File: config.mk
export PLATFORM = sky130hd
export DESIGN_NAME = cache_controller
export DESIGN_NICKNAME = d
export VERILOG_FILES = /design/src/rtl/cache_controller.sv
export SDC_FILE = /design/constraint.sdc
export NUM_CORES = 1
export LEC_CHECK = 0
export ABC_AREA = 1
export CAP_MARGIN = 20
export CORE_MARGIN = 1
export CORE_UTILIZATION = 40
export CTS_CLUSTER_SIZE = 40
export DETAILED_ROUTE_END_ITERATION = 10
export PLACE_DENSITY = 0.73
export SYNTH_ARGS = -nofsm -noshare
export SYNTH_HDL_FRONTEND = slang
export SYNTH_SLANG_ARGS = --single-unit
export TNS_END_PERCENT = 10
File: constraint.sdc
create_clock -name clk -period 1.8 [get_ports clk]
set_input_delay 0.18 -clock clk [delete_from_list [all_inputs] [get_ports clk]]
set_output_delay 0.18 -clock clk [all_outputs]
set_load 0.01 [all_outputs]
File: src/rtl/cache_controller.sv
// Sequencing FSM for a direct-mapped, 4-word-block cache and its backing memory.
// Accepts one read request at a time, looks up the tag, runs a block read and a
// fill on a miss, then returns a one-cycle response.
// It also keeps saturating access and hit counters.
module cache_controller #(
    parameter int ADDR_W  = 15,
    parameter int TAG_W   = 3,
    parameter int INDEX_W = 10,
    parameter int COUNT_W = 13
) (
    input  logic               clk,
    input  logic               rst,
    input  logic               req_valid,
    input  logic [ADDR_W-1:0]  req_adr,
    output logic               req_ready,
    output logic               resp_valid,
    output logic               resp_hit,
    output logic [INDEX_W-1:0] cache_indx,
    output logic [TAG_W-1:0]   cache_tag_in,
    input  logic               cache_valid,
    input  logic [TAG_W-1:0]   cache_tag,
    output logic               cache_write,
    output logic [ADDR_W-1:0]  mem_adr,
    output logic               mem_read,
    input  logic               mem_ready,
    output logic [COUNT_W-1:0] access_count,
    output logic [COUNT_W-1:0] hit_count
);

    typedef enum logic [2:0] {
        IDLE,
        LOOKUP,
        MISS,
        FILL,
        RESP
    } state_t;

    localparam logic [COUNT_W-1:0] COUNT_MAX = {COUNT_W{1'b1}};

    state_t              state_q, state_d;
    logic [ADDR_W-1:0]   addr_q, addr_d;
    logic                resp_hit_q, resp_hit_d;
    logic [COUNT_W-1:0]  access_count_q, access_count_d;
    logic [COUNT_W-1:0]  hit_count_q, hit_count_d;
    logic                lookup_hit;

    // The cache answers combinationally for the index and tag of the captured address.
    assign lookup_hit = cache_valid && (cache_tag == addr_q[ADDR_W-1 -: TAG_W]);

    // Next-state, address capture, hit latch and saturating statistics.
    always_comb begin
        state_d        = state_q;
        addr_d         = addr_q;
        resp_hit_d     = resp_hit_q;
        access_count_d = access_count_q;
        hit_count_d    = hit_count_q;
        case (state_q)
            IDLE: begin
                if (req_valid) begin
                    addr_d  = req_adr;
                    state_d = LOOKUP;
                end
            end
            LOOKUP: begin
                resp_hit_d = lookup_hit;
                if (access_count_q != COUNT_MAX) begin
                    access_count_d = access_count_q + COUNT_W'(1);
                end
                if (lookup_hit && (hit_count_q != COUNT_MAX)) begin
                    hit_count_d = hit_count_q + COUNT_W'(1);
                end
                state_d = lookup_hit ? RESP : MISS;
            end
            MISS: begin
                if (mem_ready) begin
                    state_d = FILL;
                end
            end
            FILL: begin
                state_d = RESP;
            end
            RESP: begin
                state_d = IDLE;
            end
            default: begin
                state_d = IDLE;
            end
        endcase
    end

    // State and datapath registers; reset aborts any in-flight request at once.
    always_ff @(posedge clk or negedge rst) begin
        if (!rst) begin
            state_q        <= IDLE;
            addr_q         <= '0;
            resp_hit_q     <= 1'b0;
            access_count_q <= '0;
            hit_count_q    <= '0;
        end else begin
            state_q        <= state_d;
            addr_q         <= addr_d;
            resp_hit_q     <= resp_hit_d;
            access_count_q <= access_count_d;
            hit_count_q    <= hit_count_d;
        end
    end

    // All outputs come from the state and registers only.
    assign req_ready    = (state_q == IDLE);
    assign resp_valid   = (state_q == RESP);
    assign resp_hit     = (state_q == RESP) && resp_hit_q;
    assign cache_write  = (state_q == FILL);
    assign mem_read     = (state_q == MISS);
    assign mem_adr      = addr_q;
    assign cache_indx   = addr_q[INDEX_W+1:2];
    assign cache_tag_in = addr_q[ADDR_W-1 -: TAG_W];
    assign access_count = access_count_q;
    assign hit_count    = hit_count_q;

endmodule
==> impl_metrics.csv, run 1 <==
group,metric,value,unit
run_status,outcome,"completed",
synthesis,synth-simple-area-share,0.388,
synthesis,number_of_unique_standard_cell_types_used_by_synthesis,27,
hold_path,timing.hold.worst.class,"in2async",
power_and_ir_drop,ir_drop,0.770,mV
global_route,antenna_violations_before_repair,0,
placement,port_buffers,81,
die,floorplan.initialDensity,0.424,
critical_path,crit-reg2reg-capture,"hit_count[2]$_DFFE_PN0P_",
clock_tree,clock_latency,0.30,ns
synthesis,synth_top_flop_cell,"sky130_fd_sc_hd__dfrtp_1",
synthesis,ys_seq_elements,45,
synthesis,synth-compound-area-share,0.0284,
synthesis,synth_top_cells_by_count,"144 x sky130_fd_sc_hd__nand2_1, 45 x sky130_fd_sc_hd__dfrtp_1, 32 x sky130_fd_sc_hd__nand3_1",
synthesis,post_synth_fa_ha_maj_area_fraction,0.00980,
critical_path,worstPathBufferInverterCount,1,
critical_path,cp_slowest_cell,"sky130_fd_sc_hd__clkdlybuf4s50_1",
synthesis,synth.most_common_cell,"sky130_fd_sc_hd__nand2_1",
critical_path,crit_cells,3,
routing,final_routed_wire_length_divided_by_cell_count,11.8,um
critical_path,crit_path_start_kind,"flip-flop",
placement,final_gp_congestion,0.820,
layout,utilization,0.585,
synthesis,synthDominantCellAreaShare,0.441,
layout,layout.cell_area.non_filler,0.00352,mm^2
layout,antenna_cells,0,
critical_path,cp.arrival,1.50,ns
clock_tree,num_cts_buffers,5,
synthesis,synth_warnings,0,
die,standard_cell_core_area,0.00603,mm^2
clock_tree,cts_root_buf,"sky130_fd_sc_hd__clkbuf_8",
synthesis,muxShareOfSynthArea,0,
power_and_ir_drop,power_density,1230,mW/mm^2
power_and_ir_drop,report.power.total,4.34,mW
critical_path,regToRegStartpoint,"hit_count[1]$_DFFE_PN0P_",
global_route,wire_length_of_the_first_global_routing_pass,10300,um
clock_tree,tritoncts,"built",
critical_path,setup.reg_to_reg.worst_slack,0.20,ns
routing,first_iter_violations,98,
synthesis,async_flop_share,1.00,
synthesis,postSynthCellCount,349,
sta,setup_repair_after_global_routing_missed_its_margin,"no",
routing,drt_pre_antenna_iters,4,
global_route,number_of_global_route_vias_before_repair,2280,
clock_tree,h-tree-depth,2,
sta,timing.final.max_slew_violations,0,
sta,max_freq,0.595,GHz
critical_path,crit_start,"state_q[1]$_DFFE_PN0P_",
die,die_h,81.9,um
synthesis,synth.net_count,374,
clock_tree,cts.repair_timing.setup_buffer_count,0,
sta,timing.final.setup_violations,0,
synthesis,post_synthesis_share_of_cell_area_spent_on_xor_and_xnor_gates,0.0343,
synthesis,netlist_area,0.00255,mm^2
sta,fin_crit,1.68,ns
global_route,grt_start_max_net_pins,19,
critical_path,critical_path.endpoint_type,"primary output",
sta,finalCritPeriodShare,0.934,
layout,syn2layout_area_growth,38.0,%
clock_tree,ctsLongestPathBuffers,2,
synthesis,synth_area_leaders,"sky130_fd_sc_hd__dfrtp_1 44%, sky130_fd_sc_hd__nand2_1 21%, sky130_fd_sc_hd__nand3_1 6.3%, sky130_fd_sc_hd__buf_4 4.1%, sky130_fd_sc_hd__nor2_1 4.1%",
synthesis,synth-edff-count,0,
sta,timing_worst_slew_pin_value,0.484,ns
critical_path,slowest_delay,0.55,ns
global_route,total_overflow_reported_by_the_global_router,0,
sta,timing.max_slew.rel_slack,0.677,
routing,vias_per_cell,4.82,
critical_path,crit_path_cell_trace,"nand2_1 > nor2_1 > clkdlybuf4s50_1",
die,placementRows,28,
synthesis,seq_area_frac_synth,0.441,
die,die_w,81.9,um
critical_path,crit_path_max_fanout,6,
placement,dp_hpwl,4450,um
global_route,globalRouteTotalUtil,0.199,
sta,timing.setup.tns,0,ns
sta,clock_skew,0.00973,ns
routing,vias,2453,
layout,nets,458,
synthesis,combinational_family_with_the_most_area_after_synthesis,"simple AND/OR/NAND/NOR gates",
critical_path,critical_path.endpoint,"cache_write",
routing,postRouteWirelength,5990,um
critical_path,worst-setup-path-type,"reg2out",
synthesis,yosys.area.top_type,"sky130_fd_sc_hd__dfrtp_1",
synthesis,synth.avg_cell_area,7.31,um^2
layout,post_route_cells_drive_above_1_share,0.0945,
run,max_cap_violations,0,
critical_path,rr_worst_depth,9,
clock_tree,cts.sinks,45,
critical_path,worst-endpoint-required,1.62,ns
die,floorplan.die_area,0.00670,mm^2
routing,detail-route-antenna-nets,0,
power_and_ir_drop,power_leakage,1.71,nW
critical_path,path_delay_family,"buffers and inverters",
routing,post-route-drc-count,0,
sta,timing.final.hold_violations,0,
placement,dpl_cell_area,0.00342,mm^2
sta,fin_worst_hold_slack,0.302,ns
die,design.portCount,82,
clock_tree,clk_pin_slew,0.09,ns
==> worst register-to-register path, delay by kind of cell, from the launching register on <==
kind | cells | cell delay (ns)
simple gates | 6 | 0.66
flops | 1 | 0.43
buf+inv | 2 | 0.17
fa+ha+maj | 1 | 0.24
==> logic make-up after synthesis <==
| logic type | count (synthesis) |
|---|---|
| flops | 45 |
| fa+ha+maj | 2 |
| xor+xnor | 10 |
| buf+inv | 48 |
| compound gates | 13 |
| simple gates | 231 |
==> routing by layer <==
metal | part of all wire | up-vias | wire length (um) | global-route usage
met3 | 0.038 | 4 | 227 | 0.0400
met1 | 0.45 | 1150 | 2700 | 0.250
li1 | - | 1249 | - | -
met2 | 0.51 | 50 | 3030 | 0.345
met4 | 0.0060 | 0 | 36 | 0.0526
met5 | 0 | - | 0 | 0
==> final cells by class <==
cell class / instances / area, um^2
multi-input combinational: 256 / 1180
inverter: 29 / 110
timing repair buffer: 96 / 920
tap: 75 / 93.8
clock buffer: 6 / 82.6
clock inverter: 2 / 13.8
fill: 565 / 2500
sequential: 45 / 1130
==> sequential cells by signal, summed over array words and instances (netlist names) <==
signal        flops
mem_adr          15
state_q           3
hit_count        13
resp_hit_q        1
access_count     13
==> how the worst min path moves through the flow <==
stage	startpoint	endpoint	slack (ns)	depth (start not counted)
global route	rst	mem_adr[12]$_DFFE_PN0P_	0.32	2
detailed placement	rst	mem_adr[12]$_DFFE_PN0P_	0.10	1
finish	rst	mem_adr[12]$_DFFE_PN0P_	0.30	2
global placement	rst	mem_adr[12]$_DFFE_PN0P_	0.1	1
CTS	rst	state_q[2]$_DFFE_PN0P_	0.31	2
floorplan	rst	access_count[0]$_DFFE_PN0P_	-0.12	0
==> stage by stage <==
stage / instances / worst slack (ns)
after floorplan: 349 / 0.280
after global placement: 500 / 0.122
after detailed placement: 500 / 0.0302
after CTS: 509 / 0.00906
after global routing: 509 / 0.00439
final: 509 / 0.118
==> placed cells by master (no fill, tap or decap), types with 2 or more instances in the layout <==
cell type	Yosys	routed
sky130_fd_sc_hd__a21oi_1	3	3
sky130_fd_sc_hd__buf_4	14	14
sky130_fd_sc_hd__clkbuf_8	0	6
sky130_fd_sc_hd__clkdlybuf4s50_1	0	76
sky130_fd_sc_hd__clkinv_2	1	2
sky130_fd_sc_hd__dfrtp_1	45	45
sky130_fd_sc_hd__dlygate4sd2_1	0	3
sky130_fd_sc_hd__ha_1	2	2
sky130_fd_sc_hd__inv_1	25	25
sky130_fd_sc_hd__inv_2	2	2
sky130_fd_sc_hd__nand2_1	144	144
sky130_fd_sc_hd__nand2_2	3	3
sky130_fd_sc_hd__nand3_1	32	32
sky130_fd_sc_hd__nand3_2	5	5
sky130_fd_sc_hd__nand3b_1	2	2
sky130_fd_sc_hd__nand4_1	6	6
sky130_fd_sc_hd__nor2_1	28	27
sky130_fd_sc_hd__nor2_2	5	6
sky130_fd_sc_hd__nor3_1	5	5
sky130_fd_sc_hd__o21ai_0	7	7
sky130_fd_sc_hd__xnor2_1	6	6
sky130_fd_sc_hd__xor2_1	4	4
==> report_power, final <==
group | internal, mW | switching [mW]
logic | 1.08 | 1.04
clock network | 0.312 | 0.357
registers | 1.29 | 0.251
total | 2.68 | 1.65
==> repair_timing <==
action / 4_1_cts / 5_1_grt
setup endpoints to repair: 3 / 13
pin swaps: 0 / 0
hold buffers: 1 / 0
resized for setup: 3 / 2
hold endpoints to repair: 13 / 0
Power figures use the tool's default switching activity.
==> inputs of run 2 (changes only) <==
--- a/constraint.sdc
+++ b/constraint.sdc
@@ -3,2 +3,2 @@
 set_output_delay 0.18 -clock clk [all_outputs]
-set_load 0.01 [all_outputs]
+set_load 0.05 [all_outputs]
==> run 2 against run 1 <==
Critical path depth shrank 2; total power grew 31%; clock power grew 0.6%; maximum frequency shrank 3.2%; via count shrank 0.61%; design area grew 0.46%; non-clock buffer count shrank 2; worst hold slack gained 0.0013 ns; sequential power is essentially flat; global-route usage shrank 0.53 points; register-to-register slack gained 0.05 ns; wire length grew 1.2%; largest power group unchanged; highest routed layer unchanged.
==> impl_metrics.csv, run 2 (same netlist as run 1, synthesis figures left out) <==
group,metric,value,unit
layout,stdcell_count,507,
routing,vias_per_cell,4.81,
sta,max_freq,0.576,GHz
global_route,antenna_violations_before_repair,0,
die,floorplan.initialDensity,0.424,
clock_tree,cts_root_buf,"sky130_fd_sc_hd__clkbuf_8",
clock_tree,clock_latency,0.29,ns
run_status,outcome,"completed",
critical_path,crit_cells,1,
layout,syn2layout_area_growth,38.7,%
global_route,global_route.usage.met3,0.0344,
critical_path,crit_path_max_fanout,5,
layout,nets,456,
die,die_w,81.9,um
global_route,total_overflow_reported_by_the_global_router,0,
clock_tree,h-tree-depth,2,
placement,port_buffers,81,
power_and_ir_drop,report.power.total,5.66,mW
global_route,wire_length_of_the_first_global_routing_pass,9850,um
sta,timing.final.hold_violations,0,
placement,final_gp_congestion,0.781,
routing,final_routed_wire_length_divided_by_cell_count,12.0,um
die,design.portCount,82,
clock_tree,clk_pin_slew,0.09,ns
run,max_cap_violations,0,
sta,fin_worst_hold_slack,0.303,ns
placement,placedCellCount,498,
layout,commonest_cells_after_routing_fill_and_taps_aside,"144 x sky130_fd_sc_hd__nand2_1, 54 x sky130_fd_sc_hd__clkdlybuf4s50_1, 45 x sky130_fd_sc_hd__dfrtp_1, 32 x sky130_fd_sc_hd__nand3_1, 27 x sky130_fd_sc_hd__nor2_1",
critical_path,critical_path.endpoint_type,"primary output",
routing,post-route-drc-count,0,
clock_tree,num_cts_buffers,5,
critical_path,worstPathBufferInverterCount,1,
die,floorplan.die_area,0.00670,mm^2
sta,timing.final.setup_violations,0,
global_route,grt_util_met2,0.347,
routing,drt_pre_antenna_iters,4,
critical_path,crit_path_start_kind,"flip-flop",
placement,preCtsSetupSlack,0.0771,ns
global_route,number_of_global_route_vias_before_repair,2215,
global_route,met1_usage,0.228,
critical_path,cp_slowest_cell,"sky130_fd_sc_hd__clkdlybuf4s50_1",
die,die_h,81.9,um
clock_tree,cts.sinks,45,
critical_path,path_delay_family,"buffers and inverters",
critical_path,crit_path_cell_trace,"clkdlybuf4s50_1",
layout,largest_reg_flops,15,
critical_path,cp.arrival,1.56,ns
layout,final_common_cell,"sky130_fd_sc_hd__nand2_1",
sta,clock_skew,0.00879,ns
placement,dp_hpwl,4670,um
critical_path,worst-endpoint-required,1.62,ns
power_and_ir_drop,power_leakage,1.88,nW
power_and_ir_drop,ir_drop,1.59,mV
hold_path,timing.hold.worst.class,"in2async",
routing,first_iter_violations,66,
layout,antenna_cells,0,
routing,postRouteWirelength,6070,um
critical_path,slowest_delay,0.83,ns
die,placementRows,28,
sta,post-route-worst-setup-slack,0.0630,ns
sta,timing_worst_slew_pin_value,0.546,ns
critical_path,worst-setup-path-type,"reg2out",
sta,setup_repair_after_global_routing_missed_its_margin,"no",
sta,timing.max_slew.rel_slack,0.635,
routing,vias,2438,
sta,timing.final.max_slew_violations,0,
die,standard_cell_core_area,0.00603,mm^2
global_route,globalRouteTotalUtil,0.193,
global_route,grt_busiest_layer,"met2",
layout,post_route_cells_drive_above_1_share,0.130,
global_route,grt_start_max_net_pins,19,
sta,fin_crit,1.74,ns
clock_tree,ctsLongestPathBuffers,2,
power_and_ir_drop,power_density,1600,mW/mm^2
critical_path,rr_worst_depth,9,
routing,detail-route-antenna-nets,0,
sta,finalCritPeriodShare,0.965,
clock_tree,tritoncts,"built",
run 2: power by group:
| part | total, mW | internal, mW | switching, mW |
|---|---|---|---|
| combinational | 3.42 | 1.10 | 2.32 |
| sequential | 1.57 | 1.29 | 0.277 |
| clock | 0.673 | 0.347 | 0.326 |
| total | 5.66 | 2.74 | 2.92 |
run 2: stage by stage:
stage | instance area (um^2) | utilization | setup TNS (ns)
3_5_place_dp | 3400 | 0.565 | 0
2_1_floorplan | 2560 | - | -0.114
4_1_cts | 3510 | 0.583 | 0
3_3_place_gp | 3400 | 0.565 | 0
5_1_grt | 3540 | 0.587 | 0
6_report | 3540 | 0.587 | 0
run 2: final timing paths:
check                                             from                  endpoint  slack (ns)
setup / recovery           access_count[4]$_DFFE_PN0P_           access_count[4]        0.06
hold / removal                                     rst    mem_adr[0]$_DFFE_PN0P_        0.30
setup reg to reg              hit_count[1]$_DFFE_PN0P_  hit_count[7]$_DFFE_PN0P_        0.25
hold reg to reg                 mem_adr[0]$_DFFE_PN0P_    mem_adr[0]$_DFFE_PN0P_        0.49
max in group asynchronous                          rst    state_q[1]$_DFFE_PN0P_        0.95
min in group clk                            req_adr[5]    mem_adr[5]$_DFFE_PN0P_        0.43
run 2: layer usage:
metal | wire length, um | up-vias
met4 | 65 | 0
met5 | 0 | -
li1 | - | 1247
met1 | 2610 | 1146
met3 | 184 | 4
met2 | 3200 | 41
run 2: area by class of cell:
class	instances	area, um^2
Inverter	29	110
Multi-Input combinational cell	256	1180
Fill cell	580	2490
Sequential cell	45	1130
Clock inverter	1	5.00
Tap cell	75	93.8
Clock buffer	7	96.3
Timing Repair Buffer	94	925
run 2: repair_timing:
item | 4_1_cts | 5_1_grt
gates resized for setup | 1 | 10
setup endpoints to repair | 1 | 21
setup buffers | 0 | 0
hold buffers | 1 | 0
pin swaps | 0 | 0
hold endpoints to repair | 13 | 0
cloned | 0 | 0
==> inputs of run 3 (changes only) <==
MAX_ROUTING_LAYER = met4   (was default)
==> run 3 against run 2 <==
Worst hold slack gained 0.0014 ns; sequential power about the same; die area stayed put.
==> impl_metrics.csv, run 3 (same netlist as run 1, synthesis figures left out) <==
group,metric,value,unit
die,design.portCount,82,
clock_tree,clock_latency,0.29,ns
global_route,grt_busiest_layer,"met2",
power_and_ir_drop,power_leakage,1.88,nW
sta,fin_crit,1.74,ns
critical_path,crit-reg2reg-capture,"hit_count[7]$_DFFE_PN0P_",
die,placementRows,28,
layout,layout.cell_area.non_filler,0.00354,mm^2
critical_path,rr_worst_depth,9,
die,die_h,81.9,um
run,max_cap_violations,0,
clock_tree,cts.repair_timing.setup_buffer_count,0,
layout,syn2layout_area_growth,38.7,%
routing,vias_per_cell,4.79,
placement,port_buffers,81,
placement,dp_hpwl,4670,um
layout,commonest_cells_after_routing_fill_and_taps_aside,"144 x sky130_fd_sc_hd__nand2_1, 54 x sky130_fd_sc_hd__clkdlybuf4s50_1, 45 x sky130_fd_sc_hd__dfrtp_1, 32 x sky130_fd_sc_hd__nand3_1, 27 x sky130_fd_sc_hd__nor2_1",
critical_path,crit_path_cell_trace,"clkdlybuf4s50_1",
routing,first_iter_violations,67,
placement,preCtsSetupSlack,0.0771,ns
global_route,number_of_global_route_vias_before_repair,2215,
layout,stdcell_count,507,
critical_path,worstPathBufferInverterCount,1,
sta,timing_worst_slew_pin_value,0.548,ns
global_route,grt_start_max_net_pins,19,
critical_path,worst-endpoint-required,1.62,ns
global_route,wire_length_of_the_first_global_routing_pass,9840,um
layout,antenna_cells,0,
die,floorplan.initialDensity,0.424,
global_route,global_route.usage.met3,0.0344,
hold_path,timing.hold.worst.class,"in2async",
critical_path,crit_path_max_fanout,5,
critical_path,critical_path.endpoint_type,"primary output",
power_and_ir_drop,power_density,1600,mW/mm^2
clock_tree,ctsLongestPathBuffers,2,
critical_path,path_delay_family,"buffers and inverters",
power_and_ir_drop,ir_drop,1.59,mV
clock_tree,cts_root_buf,"sky130_fd_sc_hd__clkbuf_8",
global_route,met1_usage,0.227,
placement,dpl_cell_area,0.00340,mm^2
critical_path,crit_path_start_kind,"flip-flop",
critical_path,regToRegStartpoint,"hit_count[1]$_DFFE_PN0P_",
routing,final_routed_wire_length_divided_by_cell_count,11.9,um
sta,max_freq,0.576,GHz
critical_path,cp.arrival,1.56,ns
global_route,grt_util_met2,0.348,
global_route,antenna_violations_before_repair,0,
sta,timing.setup.tns,0,ns
layout,nets,456,
sta,setup_repair_after_global_routing_missed_its_margin,"no",
sta,timing.max_slew.rel_slack,0.634,
clock_tree,clk_pin_slew,0.08,ns
sta,timing.final.hold_violations,0,
placement,final_gp_congestion,0.792,
routing,postRouteWirelength,6040,um
power_and_ir_drop,report.power.total,5.66,mW
critical_path,worst-setup-path-type,"reg2out",
routing,drt_pre_antenna_iters,4,
placement,placedCellCount,498,
die,standard_cell_core_area,0.00603,mm^2
sta,finalCritPeriodShare,0.965,
die,floorplan.die_area,0.00670,mm^2
layout,utilization,0.587,
clock_tree,h-tree-depth,2,
clock_tree,cts.sinks,45,
sta,fin_worst_hold_slack,0.304,ns
routing,post-route-drc-count,0,
critical_path,cp_slowest_cell,"sky130_fd_sc_hd__clkdlybuf4s50_1",
layout,final_common_cell,"sky130_fd_sc_hd__nand2_1",
sta,clock_skew,0.00797,ns
global_route,total_overflow_reported_by_the_global_router,0,
die,die_w,81.9,um
clock_tree,num_cts_buffers,5,
layout,largest_reg_flops,15,
run_status,outcome,"completed",
critical_path,setup.reg_to_reg.worst_slack,0.25,ns
global_route,globalRouteTotalUtil,0.199,
routing,vias,2430,
clock_tree,tritoncts,"built",
layout,post_route_cells_drive_above_1_share,0.130,
sta,timing.final.setup_violations,0,
critical_path,slowest_delay,0.83,ns
routing,detail-route-antenna-nets,0,
sta,timing.final.max_slew_violations,0,
sta,post-route-worst-setup-slack,0.0634,ns
==> run 3: metal layers <==
metal,wire [um],share of wire,vias up
li1,-,-,1247
met1,2580,0.43,1134
met2,3190,0.53,45
met3,212,0.035,4
met4,60,0.0099,0
met5,0,0,-
==> run 3: power by group <==
group | internal [mW] | switching, mW
Combinational | 1.10 | 2.32
Clock | 0.347 | 0.324
Sequential | 1.29 | 0.276
==> run 3: how the worst max path moves through the flow <==
stage | slack [ns] | endpoint | cells past startpoint | from
6_report | 0.06 | access_count[4] | 1 | access_count[4]$_DFFE_PN0P_
5_1_grt | 0.01 | cache_tag_in[2] | 1 | mem_adr[14]$_DFFE_PN0P_
4_1_cts | 0.01 | hit_count[4] | 1 | hit_count[4]$_DFFE_PN0P_
3_5_place_dp | 0.08 | access_count[9]$_DFFE_PN0P_ | 8 | access_count[0]$_DFFE_PN0P_
3_3_place_gp | 0.11 | hit_count[9]$_DFFE_PN0P_ | 7 | cache_valid
2_1_floorplan | -0.01 | access_count[2]$_DFFE_PN0P_ | 9 | access_count[0]$_DFFE_PN0P_
==> run 3: timing repair <==
item | 4_1_cts | 5_1_grt
endpoints found under the setup margin | 1 | 21
hold buffers | 1 | 0
gates resized for setup | 1 | 10
endpoints found under the hold margin | 13 | 0
==> run 3: layout make-up <==
type	instances	area [um^2]
clock buffer	7	96.3
clock inverter	1	5.00
multi-input combinational	256	1180
timing repair buffer	94	925
inverter	29	110
tap	75	93.8
fill	580	2490
sequential	45	1130
==> run 3: worst register-to-register path: cells and delay by family, from the launching register on <==
| kind | cells | cell delay, ns |
|---|---|---|
| simple gates | 6 | 0.61 |
| flops | 1 | 0.43 |
| buf+inv | 2 | 0.15 |
| fa+ha+maj | 1 | 0.24 |
